[src/rtl/rf_rd_arb_if.sv]
// -----------------------------------------------------------------------------
// rf_rd_arb_if
// Purpose : bundles every decode, execute, debug and register-file signal of
//           the operand read arbiter. Names keep the arbiter's point of view:
//           *_i are inputs to the arbiter and *_o are outputs from it.
// Modports: slave  - the arbiter (rf_rd_arb)
//           master - the surroundings (decoder, execute, debug, register file)
// Signals : id_valid_i/id_ready_o, rs1/rs2_req_i, rs1/rs2_addr_i  decode side
//           op_valid_o/ex_ready_i, rs1/rs2_data_o, flush_i        execute side
//           dbg_req_i/dbg_addr_i/dbg_gnt_o/dbg_rvalid_o/dbg_rdata_o debug
//           rf_re_o/rf_raddr_o/rf_rdata_i                         RF port
//           wb_we_i/wb_waddr_i/wb_wdata_i  only with RF_RD_ARB_BYPASS_EN
// -----------------------------------------------------------------------------
`timescale 1ns/1ps

interface rf_rd_arb_if #(
  parameter int REG_ADDR_W = 5,
  parameter int DATA_W     = 32
);
  logic                  id_valid_i;
  logic                  id_ready_o;
  logic                  rs1_req_i;
  logic                  rs2_req_i;
  logic [REG_ADDR_W-1:0] rs1_addr_i;
  logic [REG_ADDR_W-1:0] rs2_addr_i;
  logic                  op_valid_o;
  logic                  ex_ready_i;
  logic [DATA_W-1:0]     rs1_data_o;
  logic [DATA_W-1:0]     rs2_data_o;
  logic                  flush_i;
  logic                  dbg_req_i;
  logic [REG_ADDR_W-1:0] dbg_addr_i;
  logic                  dbg_gnt_o;
  logic                  dbg_rvalid_o;
  logic [DATA_W-1:0]     dbg_rdata_o;
  logic                  rf_re_o;
  logic [REG_ADDR_W-1:0] rf_raddr_o;
  logic [DATA_W-1:0]     rf_rdata_i;
`ifdef RF_RD_ARB_BYPASS_EN
  logic                  wb_we_i;
  logic [REG_ADDR_W-1:0] wb_waddr_i;
  logic [DATA_W-1:0]     wb_wdata_i;
`endif

  modport slave (
    input  id_valid_i, rs1_req_i, rs2_req_i, rs1_addr_i, rs2_addr_i,
    input  ex_ready_i, flush_i, dbg_req_i, dbg_addr_i, rf_rdata_i,
`ifdef RF_RD_ARB_BYPASS_EN
    input  wb_we_i, wb_waddr_i, wb_wdata_i,
`endif
    output id_ready_o, op_valid_o, rs1_data_o, rs2_data_o,
    output dbg_gnt_o, dbg_rvalid_o, dbg_rdata_o, rf_re_o, rf_raddr_o
  );

  modport master (
    output id_valid_i, rs1_req_i, rs2_req_i, rs1_addr_i, rs2_addr_i,
    output ex_ready_i, flush_i, dbg_req_i, dbg_addr_i, rf_rdata_i,
`ifdef RF_RD_ARB_BYPASS_EN
    output wb_we_i, wb_waddr_i, wb_wdata_i,
`endif
    input  id_ready_o, op_valid_o, rs1_data_o, rs2_data_o,
    input  dbg_gnt_o, dbg_rvalid_o, dbg_rdata_o, rf_re_o, rf_raddr_o
  );
endinterface

[src/rtl/rf_rd_arb.sv]
// -----------------------------------------------------------------------------
// rf_rd_arb
// Purpose : sequences the rs1/rs2 operand reads of the decode stage through a
//           single register-file read port, hands the operand bundle to execute
//           with valid/ready, and slips debug reads into idle gaps. A debug
//           request denied DBG_MAX_WAIT cycles in a row wins the next IDLE slot.
// Ports   : clk            rising-edge clock
//           rst_n          synchronous reset, asserted when rst_n == `RstEnable
//           bus (slave)    decode / execute / debug / register-file signals
// Macro   : RF_RD_ARB_BYPASS_EN - adds write-back forwarding into captures and
//           into the held operand bundle.
// -----------------------------------------------------------------------------
`timescale 1ns/1ps

`ifndef RstEnable
`define RstEnable 1'b1
`endif

module rf_rd_arb #(
  parameter int REG_ADDR_W   = 5,
  parameter int DATA_W       = 32,
  parameter int DBG_MAX_WAIT = 8
) (
  input  logic         clk,
  input  logic         rst_n,
  rf_rd_arb_if.slave   bus
);

  typedef enum logic [2:0] {
    ST_IDLE = 3'd0,
    ST_RD1  = 3'd1,
    ST_RD2  = 3'd2,
    ST_CAP  = 3'd3,
    ST_VLD  = 3'd4,
    ST_DBG  = 3'd5,
    ST_DBGC = 3'd6
  } state_t;

  // Destination of the data returned one cycle after a read enable.
  typedef enum logic [1:0] {
    TAG_NONE = 2'd0,
    TAG_RS1  = 2'd1,
    TAG_RS2  = 2'd2,
    TAG_DBG  = 2'd3
  } tag_t;

  localparam logic [7:0]            MAX_WAIT = 8'(DBG_MAX_WAIT);
  localparam logic [REG_ADDR_W-1:0] ADDR_X0  = {REG_ADDR_W{1'b0}};
  localparam logic [DATA_W-1:0]     DATA_0   = {DATA_W{1'b0}};

  state_t                r_state;
  state_t                w_state_nxt;
  tag_t                  r_tag;
  tag_t                  w_tag_nxt;
  logic [7:0]            r_cnt;
  logic [REG_ADDR_W-1:0] r_rs1_addr;
  logic [REG_ADDR_W-1:0] r_rs2_addr;
  logic [REG_ADDR_W-1:0] r_dbg_addr;
  logic                  r_need2;
  logic [DATA_W-1:0]     r_rs1_data;
  logic [DATA_W-1:0]     r_rs2_data;
  logic [DATA_W-1:0]     r_dbg_rdata;
  logic                  r_dbg_rvalid;

  logic                  w_rst;
  logic                  w_need1_in;
  logic                  w_need2_in;
  logic                  w_dbg_force;
  logic                  w_id_ready;
  logic                  w_dbg_gnt;
  logic                  w_accept;
  logic                  w_flush_op;
  logic                  w_rf_re;
  logic [REG_ADDR_W-1:0] w_rf_raddr;
  logic [DATA_W-1:0]     w_cap_data;

`ifdef RF_RD_ARB_BYPASS_EN
  logic                  r_need1;
  logic [REG_ADDR_W-1:0] w_cap_addr;
`endif

  assign w_rst       = (rst_n == `RstEnable);
  assign w_need1_in  = bus.rs1_req_i && (bus.rs1_addr_i != ADDR_X0);
  assign w_need2_in  = bus.rs2_req_i && (bus.rs2_addr_i != ADDR_X0);
  assign w_dbg_force = bus.dbg_req_i && (r_cnt == MAX_WAIT);
  // Ready/grant are held low while reset is asserted so every output reads 0.
  assign w_id_ready  = (r_state == ST_IDLE) && !w_dbg_force && !bus.flush_i && !w_rst;
  assign w_dbg_gnt   = (r_state == ST_IDLE) && bus.dbg_req_i &&
                       (w_dbg_force || !bus.id_valid_i) && !w_rst;
  assign w_accept    = bus.id_valid_i && w_id_ready;
  // Flush only aborts the decode-side states; debug reads always complete.
  assign w_flush_op  = bus.flush_i &&
                       ((r_state == ST_RD1) || (r_state == ST_RD2) ||
                        (r_state == ST_CAP) || (r_state == ST_VLD));

  // Next-state, read-port decode and capture-tag selection.
  always_comb begin
    w_state_nxt = r_state;
    w_rf_re     = 1'b0;
    w_rf_raddr  = ADDR_X0;
    w_tag_nxt   = TAG_NONE;
    case (r_state)
      ST_IDLE: begin
        if (w_dbg_gnt) begin
          w_state_nxt = ST_DBG;
        end else if (w_accept) begin
          if (w_need1_in) begin
            w_state_nxt = ST_RD1;
          end else if (w_need2_in) begin
            w_state_nxt = ST_RD2;
          end else begin
            w_state_nxt = ST_VLD;
          end
        end else begin
          w_state_nxt = ST_IDLE;
        end
      end
      ST_RD1: begin
        w_rf_re    = 1'b1;
        w_rf_raddr = r_rs1_addr;
        w_tag_nxt  = TAG_RS1;
        w_state_nxt = r_need2 ? ST_RD2 : ST_CAP;
      end
      ST_RD2: begin
        w_rf_re     = 1'b1;
        w_rf_raddr  = r_rs2_addr;
        w_tag_nxt   = TAG_RS2;
        w_state_nxt = ST_CAP;
      end
      ST_CAP: begin
        w_state_nxt = ST_VLD;
      end
      ST_VLD: begin
        if (bus.ex_ready_i) begin
          w_state_nxt = ST_IDLE;
        end else begin
          w_state_nxt = ST_VLD;
        end
      end
      ST_DBG: begin
        w_rf_re     = 1'b1;
        w_rf_raddr  = r_dbg_addr;
        w_tag_nxt   = TAG_DBG;
        w_state_nxt = ST_DBGC;
      end
      ST_DBGC: begin
        w_state_nxt = ST_IDLE;
      end
      default: begin
        w_state_nxt = ST_IDLE;
      end
    endcase
    // A flushed read issued this cycle must not be captured next cycle.
    if (w_flush_op) begin
      w_state_nxt = ST_IDLE;
      w_tag_nxt   = TAG_NONE;
    end else begin
      w_tag_nxt   = w_tag_nxt;
    end
  end

`ifdef RF_RD_ARB_BYPASS_EN
  // Address belonging to the data being captured, for write-back matching.
  always_comb begin
    case (r_tag)
      TAG_RS1: w_cap_addr = r_rs1_addr;
      TAG_RS2: w_cap_addr = r_rs2_addr;
      TAG_DBG: w_cap_addr = r_dbg_addr;
      default: w_cap_addr = ADDR_X0;
    endcase
  end

  // Capture source: a same-cycle write-back to the same register wins.
  always_comb begin
    if (bus.wb_we_i && (bus.wb_waddr_i == w_cap_addr) && (w_cap_addr != ADDR_X0)) begin
      w_cap_data = bus.wb_wdata_i;
    end else begin
      w_cap_data = bus.rf_rdata_i;
    end
  end
`else
  assign w_cap_data = bus.rf_rdata_i;
`endif

  // State and capture-tag registers.
  always_ff @(posedge clk) begin
    if (w_rst) begin
      r_state <= ST_IDLE;
      r_tag   <= TAG_NONE;
    end else begin
      r_state <= w_state_nxt;
      r_tag   <= w_tag_nxt;
    end
  end

  // Debug starvation counter, saturating at DBG_MAX_WAIT.
  always_ff @(posedge clk) begin
    if (w_rst) begin
      r_cnt <= 8'd0;
    end else if (w_dbg_gnt || !bus.dbg_req_i) begin
      r_cnt <= 8'd0;
    end else if (r_cnt != MAX_WAIT) begin
      r_cnt <= r_cnt + 8'd1;
    end else begin
      r_cnt <= r_cnt;
    end
  end

  // Address latches, operand/debug data capture and the debug valid pulse.
  always_ff @(posedge clk) begin
    if (w_rst) begin
      r_rs1_addr   <= ADDR_X0;
      r_rs2_addr   <= ADDR_X0;
      r_dbg_addr   <= ADDR_X0;
      r_need2      <= 1'b0;
      r_rs1_data   <= DATA_0;
      r_rs2_data   <= DATA_0;
      r_dbg_rdata  <= DATA_0;
      r_dbg_rvalid <= 1'b0;
`ifdef RF_RD_ARB_BYPASS_EN
      r_need1      <= 1'b0;
`endif
    end else begin
      if (w_accept) begin
        r_rs1_addr <= bus.rs1_addr_i;
        r_rs2_addr <= bus.rs2_addr_i;
        r_need2    <= w_need2_in;
        // Unneeded operands must read as zero, so start each bundle cleared.
        r_rs1_data <= DATA_0;
        r_rs2_data <= DATA_0;
`ifdef RF_RD_ARB_BYPASS_EN
        r_need1    <= w_need1_in;
`endif
      end else if (!w_flush_op) begin
        case (r_tag)
          TAG_RS1: r_rs1_data  <= w_cap_data;
          TAG_RS2: r_rs2_data  <= w_cap_data;
          TAG_DBG: r_dbg_rdata <= w_cap_data;
          default: r_dbg_rdata <= r_dbg_rdata;
        endcase
`ifdef RF_RD_ARB_BYPASS_EN
        // Keep a held bundle coherent with later write-backs.
        if ((r_state == ST_VLD) && bus.wb_we_i && (bus.wb_waddr_i != ADDR_X0)) begin
          if (r_need1 && (bus.wb_waddr_i == r_rs1_addr)) begin
            r_rs1_data <= bus.wb_wdata_i;
          end
          if (r_need2 && (bus.wb_waddr_i == r_rs2_addr)) begin
            r_rs2_data <= bus.wb_wdata_i;
          end
        end
`endif
      end
      if (w_dbg_gnt) begin
        r_dbg_addr <= bus.dbg_addr_i;
      end
      r_dbg_rvalid <= (r_state == ST_DBGC);
    end
  end

  assign bus.id_ready_o   = w_id_ready;
  assign bus.dbg_gnt_o    = w_dbg_gnt;
  assign bus.op_valid_o   = (r_state == ST_VLD);
  assign bus.rs1_data_o   = r_rs1_data;
  assign bus.rs2_data_o   = r_rs2_data;
  assign bus.dbg_rvalid_o = r_dbg_rvalid;
  assign bus.dbg_rdata_o  = r_dbg_rdata;
  assign bus.rf_re_o      = w_rf_re;
  assign bus.rf_raddr_o   = w_rf_raddr;

endmodule

[src/flat_wrapper.sv]
// flat-port wrapper written by rule: the top's interface ports become plain ports
module rf_rd_arb_flat 
#(
  parameter int REG_ADDR_W   = 5,
  parameter int DATA_W       = 32,
  parameter int DBG_MAX_WAIT = 8
)
  (clk, rst_n, bus_id_valid_i, bus_rs1_req_i, bus_rs2_req_i, bus_rs1_addr_i, bus_rs2_addr_i, bus_ex_ready_i, bus_flush_i, bus_dbg_req_i, bus_dbg_addr_i, bus_rf_rdata_i, bus_id_ready_o, bus_op_valid_o, bus_rs1_data_o, bus_rs2_data_o, bus_dbg_gnt_o, bus_dbg_rvalid_o, bus_dbg_rdata_o, bus_rf_re_o, bus_rf_raddr_o);
  rf_rd_arb_if #(.REG_ADDR_W(REG_ADDR_W), .DATA_W(DATA_W)) bus_i ();
  input  logic clk;
  input  logic rst_n;
  input wire logic [$bits(bus_i.id_valid_i)-1:0] bus_id_valid_i;
  input wire logic [$bits(bus_i.rs1_req_i)-1:0] bus_rs1_req_i;
  input wire logic [$bits(bus_i.rs2_req_i)-1:0] bus_rs2_req_i;
  input wire logic [$bits(bus_i.rs1_addr_i)-1:0] bus_rs1_addr_i;
  input wire logic [$bits(bus_i.rs2_addr_i)-1:0] bus_rs2_addr_i;
  input wire logic [$bits(bus_i.ex_ready_i)-1:0] bus_ex_ready_i;
  input wire logic [$bits(bus_i.flush_i)-1:0] bus_flush_i;
  input wire logic [$bits(bus_i.dbg_req_i)-1:0] bus_dbg_req_i;
  input wire logic [$bits(bus_i.dbg_addr_i)-1:0] bus_dbg_addr_i;
  input wire logic [$bits(bus_i.rf_rdata_i)-1:0] bus_rf_rdata_i;
  output wire logic [$bits(bus_i.id_ready_o)-1:0] bus_id_ready_o;
  output wire logic [$bits(bus_i.op_valid_o)-1:0] bus_op_valid_o;
  output wire logic [$bits(bus_i.rs1_data_o)-1:0] bus_rs1_data_o;
  output wire logic [$bits(bus_i.rs2_data_o)-1:0] bus_rs2_data_o;
  output wire logic [$bits(bus_i.dbg_gnt_o)-1:0] bus_dbg_gnt_o;
  output wire logic [$bits(bus_i.dbg_rvalid_o)-1:0] bus_dbg_rvalid_o;
  output wire logic [$bits(bus_i.dbg_rdata_o)-1:0] bus_dbg_rdata_o;
  output wire logic [$bits(bus_i.rf_re_o)-1:0] bus_rf_re_o;
  output wire logic [$bits(bus_i.rf_raddr_o)-1:0] bus_rf_raddr_o;
  assign bus_i.id_valid_i = bus_id_valid_i;
  assign bus_i.rs1_req_i = bus_rs1_req_i;
  assign bus_i.rs2_req_i = bus_rs2_req_i;
  assign bus_i.rs1_addr_i = bus_rs1_addr_i;
  assign bus_i.rs2_addr_i = bus_rs2_addr_i;
  assign bus_i.ex_ready_i = bus_ex_ready_i;
  assign bus_i.flush_i = bus_flush_i;
  assign bus_i.dbg_req_i = bus_dbg_req_i;
  assign bus_i.dbg_addr_i = bus_dbg_addr_i;
  assign bus_i.rf_rdata_i = bus_rf_rdata_i;
  assign bus_id_ready_o = bus_i.id_ready_o;
  assign bus_op_valid_o = bus_i.op_valid_o;
  assign bus_rs1_data_o = bus_i.rs1_data_o;
  assign bus_rs2_data_o = bus_i.rs2_data_o;
  assign bus_dbg_gnt_o = bus_i.dbg_gnt_o;
  assign bus_dbg_rvalid_o = bus_i.dbg_rvalid_o;
  assign bus_dbg_rdata_o = bus_i.dbg_rdata_o;
  assign bus_rf_re_o = bus_i.rf_re_o;
  assign bus_rf_raddr_o = bus_i.rf_raddr_o;
  rf_rd_arb #(.REG_ADDR_W(REG_ADDR_W), .DATA_W(DATA_W), .DBG_MAX_WAIT(DBG_MAX_WAIT)) u_core (.clk(clk), .rst_n(rst_n), .bus(bus_i));
endmodule
[config.mk]
export PLATFORM = sky130hd
export DESIGN_NAME = rf_rd_arb_flat
export DESIGN_NICKNAME = d
export VERILOG_FILES = /design/src/rtl/rf_rd_arb_if.sv /design/src/rtl/rf_rd_arb.sv /design/src/flat_wrapper.sv
export SDC_FILE = /design/constraint.sdc
export NUM_CORES = 1
export LEC_CHECK = 0
export CORE_MARGIN = 2
export CORE_UTILIZATION = 47
export CTS_CLUSTER_DIAMETER = 30
export DETAILED_ROUTE_END_ITERATION = 6
export PLACE_DENSITY_LB_ADDON = 0.12
export SLEW_MARGIN = 10
export SYNTH_ARGS = -nofsm -noshare
export SYNTH_HDL_FRONTEND = slang
export SYNTH_SLANG_ARGS = --single-unit
[constraint.sdc]
create_clock -name clk -period 2.5 [get_ports clk]
set_clock_uncertainty 0.2 [all_clocks]
set_input_delay 0.5 -clock clk [delete_from_list [all_inputs] [get_ports clk]]
set_output_delay 0.5 -clock clk [all_outputs]
set_load 0.01 [all_outputs]
* Word-level counts from Yosys, hierarchy flattened
Cells that the tools add are included.
** Storage, ports and cells
- Flip-flop bits (word level) :: 126
- Bits of input ports :: 55
- Output and inout bits :: 106
- Word-level logic and storage cells :: 66
** Cells by class
- Add/sub/neg operators :: 1
- Eq/ne operators :: 11
- Muxes and demuxes :: 10
- Bitwise operators :: 2
- Reduce and logical (&&, ||, !) cells :: 31
** Operators by type and width (count)
- $pmux 3 s6 :: 1
- $mux 3 :: 5
- $pmux 5 s3 :: 1
- $logic_and 1x1->1 :: 11
- $reduce_bool 5->1 :: 2
- $eq 3x3->1 const B :: 3
- $add 8x1->8 const B :: 1
- $eq 8x4->1 const B :: 1
- $ne 8x4->1 const B :: 1
- $eq 3x2->1 const B :: 2
- $pmux 2 s3 :: 1
- $reduce_or 2->1 :: 3
- $logic_not 1->1 :: 5
- $logic_or 1x1->1 :: 5
- $eq 2x2->1 const B :: 2
- $reduce_and 2->1 :: 2
- $eq 3x1->1 const B :: 1
- $logic_not 3->1 :: 1
- $reduce_and 3->1 :: 1
- $reduce_or 3->1 :: 1
- $eq 2x1->1 const B :: 1
- $mux 1 :: 2
- $not 1->1 :: 2

* Depth between registers and ports, before layout
Gate-level depths: netlist of the first run.
- Depth in word-level cells :: 10
- Mapped depth :: 8

* Worst setup path after synthesis of the first run
OpenSTA, ideal clock, no wires.
- Path type :: register -> output
- From :: register u_core.r_cnt[0]
- To :: output bus_id_ready_o
- Arrival :: 1596 ps
- Required time :: 1800 ps
- Path slack :: 204 ps
- Stages on the path, launching flop included :: 7
- Buffers on the path :: 1
- Cell sequence :: dfxtp_1 > inv_1 > ha_1 > or4b_4 > nor2b_2 > clkbuf_1 > nor3b_1
** On the way
- Word-level cells in the longest chain between the ends :: 6
** Ends and longest elaborated chain
- start, declared :: line rf_rd_arb.sv:55 : logic [7:0] r_cnt;
- start signal, assigned :: line rf_rd_arb.sv:203 : r_cnt <= r_cnt + 8'd1;
- start signal, assigned :: line rf_rd_arb.sv:205 : r_cnt <= r_cnt;
- $eq 8x4->1 :: line rf_rd_arb.sv:85 : assign w_dbg_force = bus.dbg_req_i && (r_cnt == MAX_WAIT);
- $logic_and 1x1->1 :: line rf_rd_arb.sv:85
- $logic_not 1->1 :: line rf_rd_arb.sv:87 : assign w_id_ready = (r_state == ST_IDLE) && !w_dbg_force && !bus.flush_i && !w_rst;
- $logic_and 1x1->1 (3 in series) :: line rf_rd_arb.sv:87
- end, declared :: line flat_wrapper.sv:22 : output wire logic [$bits(bus_i.id_ready_o)-1:0] bus_id_ready_o;
Every way passes these cells.

* Worst setup path in the final report of the first run
Ends and elaborated chain as after synthesis.

==> results.txt, run 1 <==
- Critical-path maximum fanout: 2
* Syn-to-layout area delta: 47.1%
* Starting utilization of the core area: 48.8%
- Portion of total power attributed to the clock network: 42.4%
- The worst setup path is launched from a flop.
- Share of final-layout standard cells stronger than drive strength 1: 12.2%
* Required arrival time at the worst endpoint: 1.80 ns
* Share of the cycle needed by the critical path after routing: 101%
- The floorplan step set the die width to 111 um.
- At the end of the flow, the number of nets in the layout was 776.
* Series of cell instances along the critical path: inv_2 > ha_4 > or4b_4 > buf_6 > nor2b_4 > nor3b_1 > buf_2
- CORE AREA: 0.0109 mm^2
* Post-Syn Area per Cell: 9.86 um^2
- The number of antenna violations at the first check in global routing was 0.
- The HPWL after detailed placement is 9320 um.
- Violations in the final reports: negative setup slack
- For this run, asynchronously set or reset flops after synthesis account for 0%.
- Transition time at the pin with the least slew margin: 0.709 ns
* Number of buffers between clock root and the deepest sink: 2
- Syn Std Cell Area: 0.00534 mm^2
* Post-detailed-route count of antenna-violating nets: 0
* Number of buffers inserted by port buffering: 160
* Height of the die: 111 um
* Internal Dissipation: 4.26 mW
- Total routed wirelength: 14000 um
- Before CTS, the worst setup slack after placement is -0.243 ns.
* Clock transition at the registers of the reported paths: 0.05 ns
* Proportion of power drawn by combinational gates: 18.8%
- Switching portion of total power: 25.4%
* CP Capture Type: output pin
- Among all flip-flop cells after synthesis, the most frequent one is dfxtp_1.
- Count of cell types in the netlist: 43
- Maximum number of pins on one net before global-route repair: 65
- Final GP Congestion: 0.812
- VDD sags by at most 0.000474 V.
- Start-to-end type of the worst setup path: flop to output pin
* TritonCTS Buffers: 17
* CTS Sinks: 126
* Final setup violation count: 1
- Across the run, the number of max-cap violations was 0.
- Sequential share of power: 38.8%
- Leakage power: 2.77 nW
* Syn nets: 598
* DRC violation count after routing: 0
* Sequential-to-total area share from yosys stat: 47.3%
* Wire length of the first global-routing pass: 22900 um
* Net switching power figure: 1.45 mW
- Hold Slack: 0.272 ns
- Highest Clock Rate: 0.397 GHz
* Final hold violation count: 0
- EDFF count, synth: 0
- Period minus WS final: 2.52 ns
- Dividing the detail-routed wire length by the instance count gives 16.0 um.
- In this run the tightest slew margin relative to its limit is 52.3%.
- Std cell rows: 38
* Overall overflow remaining after global route: 0
- The tightest min-delay check is of the flop to flop type.
* Crit path buf inv count: 3
* GR Util All Layers: 23.1%
* Worst skew pair latency: 0.41 ns
* Slew Viols, Final: 0
- Power spread over the standard cell area amounts to 728 mW/mm^2.
- Highest-delay cell along the critical path: or4b_4
* Critical path arrival: 1.82 ns
* Number of warnings printed during yosys synthesis: 0
* Worst-case setup margin in the final layout: -0.0206 ns
- Once layout is complete, the cells apart from fillers number 872.
- I/O pin count: 161
- Status: finished with violations
- Counting flops and latches in the post-synthesis netlist gives 126.
- Avg Vias per Cell: 5.10
* Number of instances in the placed design: 835
* Max incr delay on CP: 0.47 ns
- Via count of the first global-routing pass: 4663
- Antenna fix cells: 0
- Layout filler cell count: 814
- Number of levels the H-tree was split into: 4
- Cells after Synth: 541
- The tree is rooted in a clkbuf_16.
* TritonCTS clock tree: done
- Total iterations of the first detailed-routing run: 4
- For this block, the via count after detailed routing is 4447.
* Unrepaired setup endpoints after global routing: true
- After the first detailed-routing iteration, the DRC count stood at 284.
- Grouping stages by cell kind, the critical path spends the most delay in simple AND/OR/NAND/NOR gates.
* Area of the die: 0.0122 mm^2
- Setup slack of the worst register-to-register path: 0.13 ns
## kinds of logic (layout without fill, tap and decap cells)
group | after synthesis | after routing | share of synthesized area, %
and+or+nand+nor | 207 | 207 | 20.8
AOI/OAI and AO/OA | 50 | 50 | 5.96
xor gates and xnor gates | 6 | 6 | 0.985
adders and majority gates | 2 | 2 | 0.469
muxes | 106 | 106 | 19.9
buffers and inverters | 44 | 235 | 4.62
DFF | 126 | 126 | 47.3
## registers in the layout, summed over array words and instances, names as in the netlist
| register | count |
|---|---|
| u_core.r_need2 | 1 |
| u_core.r_dbg_addr | 5 |
| u_core.bus.rs1_data_o | 32 |
| u_core.r_cnt | 8 |
| u_core.r_tag | 2 |
| u_core.r_rs2_addr | 5 |
| u_core.r_state | 3 |
| u_core.bus.rs2_data_o | 32 |
| u_core.r_rs1_addr | 5 |
| u_core.bus.dbg_rvalid_o | 1 |
| u_core.bus.dbg_rdata_o | 32 |
## metal layers
metal	GRT usage (%)	share of wire [%]	vias up
met5	0	0	-
li1	-	-	2191
met3	9.00	7.3	24
met2	38.8	50	149
met1	26.3	41	2083
met4	9.58	1.7	0
## cell usage after synthesis, types with 3 or more instances
| library cell | number | area share [%] |
|---|---|---|
| dfxtp_1 | 126 | 47 |
| xor2_1 | 5 | 0.82 |
| nor2_1 | 76 | 5.3 |
| nor3b_1 | 3 | 0.42 |
| mux2i_1 | 106 | 20 |
| buf_2 | 5 | 0.47 |
| buf_1 | 3 | 0.21 |
| buf_6 | 10 | 2.1 |
| inv_1 | 6 | 0.42 |
| clkbuf_1 | 20 | 1.4 |
| nor2b_1 | 3 | 0.35 |
| o21ai_0 | 10 | 0.94 |
| nand3_1 | 17 | 1.6 |
| nand2_1 | 8 | 0.56 |
| o21ai_1 | 10 | 0.94 |
| a21oi_1 | 18 | 1.7 |
| and3_1 | 3 | 0.35 |
| nand2b_1 | 78 | 9.1 |
## cell usage in the layout, fill, tap and decap left out, types with 8 or more instances in the layout
| master | instances |
|---|---|
| nand2b_1 | 77 |
| nor2_1 | 76 |
| buf_4 | 31 |
| nand2_1 | 8 |
| dfxtp_1 | 121 |
| nand3_1 | 17 |
| a21oi_1 | 18 |
| clkdlybuf4s50_1 | 150 |
| o21ai_1 | 9 |
| mux2i_1 | 106 |
| clkbuf_16 | 17 |
| o21ai_0 | 10 |
## worst register-to-register path: stages (launching register included)
cell and delay (ns):
dfxtp_2 0.32, inv_2 0.07, ha_4 0.12, or4b_4 0.47, buf_6 0.14, nor2b_4 0.10, buf_4 0.21, o211a_4 0.24
buf_12 0.18, mux2i_1 0.25
## through the flow
step / util (%) / cell area [um^2] / TNS (ns) / power (mW)
finish: 71.8 / 7850 / -0.0206 / 5.71
global route: 71.8 / 7850 / -0.139 / 5.94
detailed placement: 65.7 / 7190 / -1.13 / 3.28
floorplan: - / 5340 / 0 / 2.82
CTS: 71.4 / 7810 / -0.0282 / 5.73
global placement: 65.7 / 7190 / -0.397 / 3.26
## path summary, 6_finish.rpt
path,startpoint,cells after the start,endpoint
worst max register to register,u_core.r_cnt[0],9,u_core.bus.dbg_rdata_o[24]
worst min-delay path,u_core.bus.dbg_rdata_o[28],2,u_core.bus.dbg_rdata_o[28]
worst min register to register,u_core.bus.dbg_rdata_o[28],2,u_core.bus.dbg_rdata_o[28]
worst max-delay path,u_core.r_cnt[0],7,bus_id_ready_o
## final cells by class
cell class / count / area [um^2] / area share (%)
Sequential cell: 126 / 2540 / 32.3
Multi-Input combinational cell: 371 / 2600 / 33.1
Timing Repair Buffer: 197 / 1930 / 24.5
Tap cell: 140 / 175 / 2.23
Clock inverter: 6 / 80.1 / 1.02
Inverter: 6 / 22.5 / 0.287
Clock buffer: 26 / 509 / 6.49
## power groups by stage
stage | Clock [mW] | Sequential [mW] | Combinational (mW)
floorplan | 0 | 2.24 | 0.575
global placement | 0 | 2.24 | 1.02
CTS | 2.46 | 2.21 | 1.06
global route | 2.55 | 2.23 | 1.16
detailed placement | 0 | 2.24 | 1.04
finish | 2.42 | 2.22 | 1.08
## repair_timing
action                                  in CTS  in global routing
pin swaps                                    1                  0
resized for setup                           27                  6
endpoints found under the setup margin      10                  7
hold buffers                                 0                  0
setup buffers                                3                  2
Power figures use the tool's default switching activity.
==> inputs of run 2 (changes only) <==
--- a/config.mk
+++ b/config.mk
@@ -9,7 +9,7 @@
 export CORE_UTILIZATION = 47
 export CTS_CLUSTER_DIAMETER = 30
 export DETAILED_ROUTE_END_ITERATION = 6
-export PLACE_DENSITY_LB_ADDON = 0.12
+export PLACE_DENSITY = 0.8
 export SLEW_MARGIN = 10
 export SYNTH_ARGS = -nofsm -noshare
 export SYNTH_HDL_FRONTEND = slang
==> results.txt, run 2 (same netlist as run 1, synthesis figures left out) <==
* Status: finished with violations
* Violations in the final reports: negative setup slack
- The worst slew margin relative to its limit came to 53.9% (+1.6 points).
- The path class of the tightest hold or removal check is flop to flop.
- Slew Viols, Final: 0 (unchanged)
- Number of levels the H-tree was split into: 4 (unchanged)
* Syn-to-layout area delta: 49.2%
* Internal Dissipation: 4.27 mW (+0.25%)
- Net switching power figure: 1.52 mW (+4.6%)
* Routed wirelength normalized by instance count: 16.5 um (+3.3%)
* Setup crit start kind: flop
* Highest-delay cell along the critical path: or4b_4
* DRC violation count after routing: 0 (unchanged)
* Switching portion of total power: 26.2% (+0.81 points)
- Period minus WS final: 2.55 ns (+0.0299 ns)
- The number of failing setup endpoints in the final timing report is 2 (+1).
- The number of buffers inserted by hold repair at cts was 0 (unchanged).
* Number of max-cap violations: 0 (unchanged)
- The top cell types in the final layout, fill and taps aside, are 152 x clkdlybuf4s50_1, 121 x dfxtp_1, 106 x mux2i_1.
* Number of instances in the placed design: 834 (-0.12%)
* GR Util All Layers: 23.3% (+0.14 points)
- Critical-path maximum fanout: 2 (unchanged)
* Starting utilization of the core area: 48.8% (unchanged)
- Proportion of power drawn by combinational gates: 19.3% (+0.5 points)
- Portion of total power attributed to the clock network: 42.4% (about the same)
* Detailed Route Iter0 Violations: 210 (-26%)
- Leakage power: 2.77 nW (+0.16%)
* Highest Clock Rate: 0.392 GHz (-1.2%)
- The maximum number of buffers from clock root to sink came to 2 (unchanged).
* Maximum number of pins on one net before global-route repair: 65 (unchanged)
- Detailed placer's ending HPWL: 9690 um (+4.0%)
- Hold Slack: 0.271 ns (-0.00113 ns)
- Series of cell instances along the critical path: inv_2 > ha_4 > or4b_4 > buf_6 > nor2b_4 > nor3b_1 > buf_2
- The fraction of final layout cells with drive strength greater than 1 is 13.6% (+1.4 points).
* NumNets Final: 782 (+0.77%)
* CORE AREA: 0.0109 mm^2 (unchanged)
- Height of the die: 111 um (unchanged)
- Non-Filler Instances: 878 (+0.69%)
* Avg Vias per Cell: 5.16 (+1.1%)
* Max incr delay on CP: 0.49 ns (+0.02 ns)
* Clock root buffer: clkbuf_16
- The die footprint came to 0.0122 mm^2 (unchanged).
- TritonCTS clock tree: done
- The via total after detailed routing came to 4529 (+1.8%).
- I/O pin count: 161 (unchanged)
- CTS Sinks: 126 (unchanged)
- The aggregate routed wire length came to 14500 um (+4.0%).
* Number of buffers inserted by port buffering: 160 (unchanged)
- The ratio of total power to cell area came to 728 mW/mm^2 (about the same).
- TritonCTS Buffers: 17 (unchanged)
- Post-route total power: 5.79 mW (+1.4%)
- Commonest non-fill, non-tap cell in the layout: clkdlybuf4s50_1
- Worst skew pair latency: 0.40 ns (about the same)
* Start-to-end type of the worst setup path: flop to output pin
* Post-detailed-route count of antenna-violating nets: 0 (unchanged)
- Wire length of the first global-routing pass: 23100 um (+0.72%)
- Antenna violations before repair: 0 (unchanged)
- Share of the cycle needed by the critical path after routing: 102% (+1.2 points)
- The worst setup path is captured at an output pin.
- Sequential share of power: 38.4% (-0.4 points)
- Final hold violation count: 0 (unchanged)
- The endpoint arrival time on the critical path came to 1.85 ns (+0.03 ns).
* Transition time at the pin with the least slew margin: 0.685 ns (-0.0241 ns)
* Overall overflow remaining after global route: 0 (unchanged)
- Unrepaired setup endpoints after global routing: true
- The weighted congestion reported at the end of routability-driven placement came to 0.883 (+8.7%).
* Std cell rows: 38 (unchanged)
- Broken down by cell family, the worst path's largest delay share belongs to simple AND/OR/NAND/NOR gates.
- Via count of the first global-routing pass: 4600 (-1.4%)
- The maximum vdd ir drop was 0.000503 V (+6.2%).
- Worst-case setup margin in the final layout: -0.0505 ns (-0.0299 ns)
- Final total negative setup slack: -0.0975 ns (-0.0769 ns)
- The detailed-routing iteration count for the pre-antenna-repair pass came to 4 (unchanged).
- Crit path buf inv count: 3 (unchanged)
- The overall die width came to 111 um (unchanged).
- The clock slew seen by the registers of the worst setup and hold paths is 0.06 ns (about the same).
* Required arrival time at the worst endpoint: 1.80 ns (about the same)
* Antenna fix cells: 0 (unchanged)
run 2: power groups by stage:
stage               clock network [mW]  registers (mW)  logic [mW]
floorplan                            0            2.24       0.575
global placement                     0            2.24        1.01
detailed placement                   0            2.24        1.04
CTS                               2.49            2.21        1.06
global route                      2.60            2.24        1.20
finish                            2.45            2.22        1.12
run 2: area by class of cell:
class	instances	area, um^2
Clock buffer	24	492
Multi-Input combinational cell	371	2630
Inverter	6	22.5
Fill cell	807	2970
Clock inverter	8	105
Tap cell	140	175
Timing Repair Buffer	203	2000
Sequential cell	126	2530
run 2: worst reg2reg max path: cells and delay by family, from the launching register on:
family                   cells  cell delay [ns]
buffers and inverters        6             0.57
adder cells (fa/ha/maj)      1             0.12
AND/OR/NAND/NOR              2             0.74
AO/OA/AOI/OAI                1             0.20
multiplexers                 1             0.22
flip-flops                   1             0.32
run 2: metrics by stage:
step	worst slack [ns]	util (%)	cell area, um^2
after CTS	-0.0539	71.7	7840
final	-0.0505	72.8	7960
after detailed placement	-0.249	65.6	7180
after floorplan	0.204	-	5340
after global placement	-0.251	65.6	7180
after global routing	-0.125	72.8	7960
run 2: metal layers:
| metal | routed length (um) | global-route usage (%) | vias up |
|---|---|---|---|
| met5 | 0 | 0 | - |
| met1 | 5980 | 26.6 | 2166 |
| li1 | - | - | 2208 |
| met3 | 723 | 6.04 | 25 |
| met4 | 358 | 10.2 | 0 |
| met2 | 7470 | 40.8 | 130 |
run 2: worst paths after layout:
path	startpoint	to	slack, ns	cells past startpoint
setup reg to reg	u_core.r_cnt[0]	u_core.r_dbg_addr[4]	0.05	11
setup / recovery	u_core.r_cnt[0]	bus_id_ready_o	-0.05	7
hold / removal	u_core.bus.dbg_rdata_o[25]	u_core.bus.dbg_rdata_o[25]	0.27	2
hold reg to reg	u_core.bus.dbg_rdata_o[25]	u_core.bus.dbg_rdata_o[25]	0.27	2
run 2: repair_timing:
item | in CTS | in global routing
pin swaps | 1 | 2
cloned | 0 | 1
setup buffers | 8 | 3
gates resized for setup | 22 | 20
endpoints found under the setup margin | 11 | 41
